## src/rtl/timer_counter.sv

```systemverilog
// Memory-mapped programmable down-counter timer with one-shot/periodic modes.
// Raises irq (flag gated by CTRL.IM) on expiry; feeds one CP0 HWInt bit.
module timer_counter #(
  parameter int unsigned DATA_W = 32
) (
  input  logic              clk,
  input  logic              reset,
  input  logic [1:0]        addr,
  input  logic              we,
  input  logic [DATA_W-1:0] wdata,
  output logic [DATA_W-1:0] rdata,
  output logic              irq
);

  typedef enum logic [1:0] {
    S_IDLE,
    S_LOAD,
    S_CNT,
    S_INT
  } state_t;

  localparam logic [1:0] ADDR_CTRL   = 2'd0;
  localparam logic [1:0] ADDR_PRESET = 2'd1;
  localparam logic [1:0] ADDR_COUNT  = 2'd2;
  localparam logic [1:0] MODE_PERIOD = 2'b01;
  localparam logic [DATA_W-1:0] ONE  = DATA_W'(1);

  state_t            r_state;
  state_t            w_state_nxt;
  logic [3:0]        r_ctrl;
  logic [3:0]        w_ctrl_nxt;
  logic [DATA_W-1:0] r_preset;
  logic [DATA_W-1:0] w_preset_nxt;
  logic [DATA_W-1:0] r_count;
  logic [DATA_W-1:0] w_count_nxt;
  logic              r_irq_flag;
  logic              w_irq_flag_nxt;

  logic              w_en;
  logic              w_im;
  logic              w_periodic;
  logic              w_ctrl_wr;
  logic              w_preset_wr;
  logic              w_count_zero;

  assign w_en         = r_ctrl[0];
  assign w_periodic   = (r_ctrl[2:1] == MODE_PERIOD);
  assign w_im         = r_ctrl[3];
  assign w_ctrl_wr    = we && (addr == ADDR_CTRL);
  assign w_preset_wr  = we && (addr == ADDR_PRESET);
  assign w_count_zero = (r_count == '0);

  always_ff @(posedge clk) begin
    if (reset) begin
      r_state    <= S_IDLE;
      r_ctrl     <= '0;
      r_preset   <= '0;
      r_count    <= '0;
      r_irq_flag <= 1'b0;
    end else begin
      r_state    <= w_state_nxt;
      r_ctrl     <= w_ctrl_nxt;
      r_preset   <= w_preset_nxt;
      r_count    <= w_count_nxt;
      r_irq_flag <= w_irq_flag_nxt;
    end
  end

  // FSM decides first; a bus CTRL write then overrides both CTRL and the
  // irq flag, so software always wins a same-edge collision with the FSM.
  always_comb begin
    w_state_nxt    = r_state;
    w_ctrl_nxt     = r_ctrl;
    w_preset_nxt   = r_preset;
    w_count_nxt    = r_count;
    w_irq_flag_nxt = r_irq_flag;

    unique case (r_state)
      S_IDLE: begin
        if (w_en) begin
          w_state_nxt = S_LOAD;
        end
      end
      S_LOAD: begin
        w_count_nxt = r_preset;
        w_state_nxt = S_CNT;
      end
      S_CNT: begin
        if (!w_en) begin
          w_state_nxt = S_IDLE;
        end else if (w_count_zero) begin
          w_state_nxt    = S_INT;
          w_irq_flag_nxt = 1'b1;
        end else begin
          w_count_nxt = r_count - ONE;
        end
      end
      S_INT: begin
        if (w_periodic) begin
          w_irq_flag_nxt = 1'b0;
          w_state_nxt    = S_LOAD;
        end else begin
          w_ctrl_nxt[0] = 1'b0;
          w_state_nxt   = S_IDLE;
        end
      end
      default: begin
        w_state_nxt = S_IDLE;
      end
    endcase

    if (w_ctrl_wr) begin
      w_ctrl_nxt     = wdata[3:0];
      w_irq_flag_nxt = 1'b0;
    end
    if (w_preset_wr) begin
      w_preset_nxt = wdata;
    end
  end

  always_comb begin
    rdata = '0;
    unique case (addr)
      ADDR_CTRL:   rdata = {{(DATA_W-4){1'b0}}, r_ctrl};
      ADDR_PRESET: rdata = r_preset;
      ADDR_COUNT:  rdata = r_count;
      default:     rdata = '0;
    endcase
  end

  assign irq = r_irq_flag & w_im;

endmodule

```

## config.mk

```make
export PLATFORM = sky130hd
export DESIGN_NAME = timer_counter
export DESIGN_NICKNAME = d
export VERILOG_FILES = /design/src/rtl/timer_counter.sv
export SDC_FILE = /design/constraint.sdc
export NUM_CORES = 1
export LEC_CHECK = 0
export ABC_AREA = 1
export BUFFER_PORTS_ARGS = -buffer_cell sky130_fd_sc_hd__buf_4
export CAP_MARGIN = 20
export CORE_AREA = 10 10 94 96
export CTS_CLUSTER_SIZE = 16
export DETAILED_ROUTE_END_ITERATION = 8
export DIE_AREA = 0 0 104 106
export PLACE_DENSITY = 0.93
export SLEW_MARGIN = 20
export SYNTH_ARGS = -nofsm -noshare
export SYNTH_HDL_FRONTEND = slang
export SYNTH_SLANG_ARGS = --single-unit
```

## constraint.sdc

```tcl
create_clock -name clk -period 5.44 [get_ports clk]
set_clock_uncertainty 0.05 [all_clocks]
set_input_delay 0.544 -clock clk [delete_from_list [all_inputs] [get_ports clk]]
set_output_delay 0.544 -clock clk [all_outputs]
set_load 0.05 [all_outputs]
```

==> impl_metrics.ini <==
[run_status]
outcome = finished clean

[synthesis]
ys_types = 29
ys_seq_area_share_pct = 33.9
yosys_warnings = 0
synth_nets = 727
synth-compound-area-share_pct = 21.0
synthMuxAreaShare_pct = 0
synth_area_um2 = 4200
syn_inst = 689
synthAdderAreaFrac_pct = 0.298
synth_top_family_by_area = simple AND/OR/NAND/NOR gates
synthXorXnorAreaFrac_pct = 0
synth_seq_cells = 71
syn_area_per_cell_um2 = 6.09
synth_simple_gate_area_share_pct = 33.3

[layout]
layout_commonest_cell = nand2_1
n_antenna_cell = 0
drive_gt1_share_pct = 13.7
area_growth_pct = 16.9
most-common-layout-cells = nand2_1 (135), nor2_1 (126), inv_1 (89)
nets = 778

[drt]
via_per_inst = 5.48
drt.antenna.violating_nets = 0
wl_per_cell_um = 15.2
drt-pass1-iter-count = 5
via_count = 4621
drc = 0
wl_mm = 12.9
first_iter_violations = 361

[grt]
grt_start_max_net_pins = 70
antenna_found_initial = 0
track_usage_pct = 22.7
grt_pass1_wl_mm = 21.3
overflow = 0
grt_pass1_vias = 4439

[timing]
hold_viol_final = 0
tightest_slew_ns = 0.980
setup_viol = 0
slew_headroom_pct = 34.4
min_period_over_period_pct = 55.6
min_period_ns = 3.02
finalSetupTns_ns = 0
finalMaxSlewViolations = 0
max_freq_ghz = 0.331
rsz0062_at_grt = no

[job]
maxCapViolations = 0

[clock_network]
cts.path.max_buffers = 2
cts_buffers = 9
clk_latency_ns = 0.36
cts.clk_slew.worst_paths_ns = 0.09
cts_setup_buffers = 0
cts_hold_buf = 0
cts_tree = done
cts_max_level = 3
clock-sinks = 71
ctsResizeCount = 0
cts-root-buf = clkbuf_8

[min_path]
hold_class = in -> reg

[critical_path]
cp.arrival_ns = 3.23
cp.required_ns = 5.65
critPathCaptureType = register
start_kind = register
critPathMaxFanout = 39
worst-setup-path-type = reg -> reg

[floorplanning]
dieArea_um2 = 11000
core_area_um2 = 7060
fp.dieW_um = 104
row_count = 31
start_util_pct = 59.5
io_pins = 70
die_h_um = 106

[place]
gp_congestion = 0.953
io_buffers = 69
dp_hpwl_mm = 9.21

[power]
clkPwrFrac_pct = 30.4
cellPowerDensity_nw_per_um2 = 278
power_frac_comb_pct = 28.2
ir_worst_vdd_mv = 0.185
power_frac_seq_pct = 41.4
power_mw = 1.37
p_leak_nw = 2.31
p_int_mw = 0.851
netSwitchingFraction_pct = 37.7
switchingPower_mw = 0.516
logic make-up (layout without fill, tap and decap cells):
kind of cell,Yosys count,in the layout
compound gates,164,164
fa+ha+maj,1,1
buf+inv,121,177
flops,71,71
simple gates,332,332
cell type report:
cell class                      count  area, um^2
Clock buffer                       10         138
Sequential cell                    71        1420
Timing Repair Buffer               72         541
Inverter                           89         334
Clock inverter                      6        50.0
Multi-Input combinational cell    497        2300
Fill cell                         670        2150
Tap cell                           99         124
routing by layer:
metal	routed length (um)	up-vias	global-route usage, %
met1	5620	2105	28.3
met4	146	0	6.06
met5	0	-	0
met2	6310	154	38.3
met3	776	18	5.68
li1	-	2344	-
metrics by stage:
step / setup WS (ns) / instance area (um^2) / hold WS (ns) / instances / util [%]
6_report: 2.42 / 4910 / 0.295 / 844 / 69.5
5_1_grt: 2.17 / 4910 / 0.291 / 844 / 69.5
4_1_cts: 2.50 / 4900 / 0.286 / 844 / 69.5
3_5_place_dp: 2.50 / 4720 / 0.401 / 828 / 66.8
3_3_place_gp: 2.70 / 4720 / 0.389 / 828 / 66.8
2_1_floorplan: 2.65 / 4200 / 0.376 / 689 / -
flip-flops by register name, indices dropped and copies added, names as in the netlist:
signal      flops
r_count        32
r_preset       32
r_ctrl          4
r_state         2
r_irq_flag      1
Yosys cell counts, drive strengths merged:
cell    count  area [um^2]
nand2     141          544
nor2      133          538
inv        89          334
o21ai      79          395
dfxtp      71         1420
a21oi      49          245
nand3      43          220
o22ai      27          169
clkbuf     22         82.6
nand4      12         75.1
buf        10         67.6
o221ai      4         35.0
a22oi       2         15.0
and2        1         6.26
and3        1         6.26
ha          1         12.5
nand3b      1         7.51
o211ai      1         7.51
o21a        1         7.51
o31ai       1         7.51
power groups by stage:
stage                     registers (mW)  clock network (mW)  logic (mW)
after detailed placement           0.577                   0       0.380
after floorplan                    0.570                   0       0.278
final                              0.565               0.415       0.385
after CTS                          0.565               0.419       0.382
after global placement             0.576                   0       0.374
after global routing               0.568               0.435       0.433
worst paths after layout:
| path | end | slack [ns] | cells after the start | from |
|---|---|---|---|---|
| worst min register to register | r_irq_flag | 0.41 | 2 | r_irq_flag |
| worst max register to register | r_count[2] | 2.42 | 9 | r_state[1] |
| worst max-delay path | r_count[2] | 2.42 | 9 | r_state[1] |
| worst min-delay path | r_preset[1] | 0.29 | 2 | reset |
critical path: stages (launching register included):
cell and delay [ns]:
dfxtp_1 0.40, inv_1 0.09, nor2_2 0.08, buf_4 0.39, inv_1 0.32, buf_4 0.31
nand2_1 0.14, nand3_2 0.64, a21oi_1 0.37, nor2_1 0.08
Power figures use the tool's default switching activity.
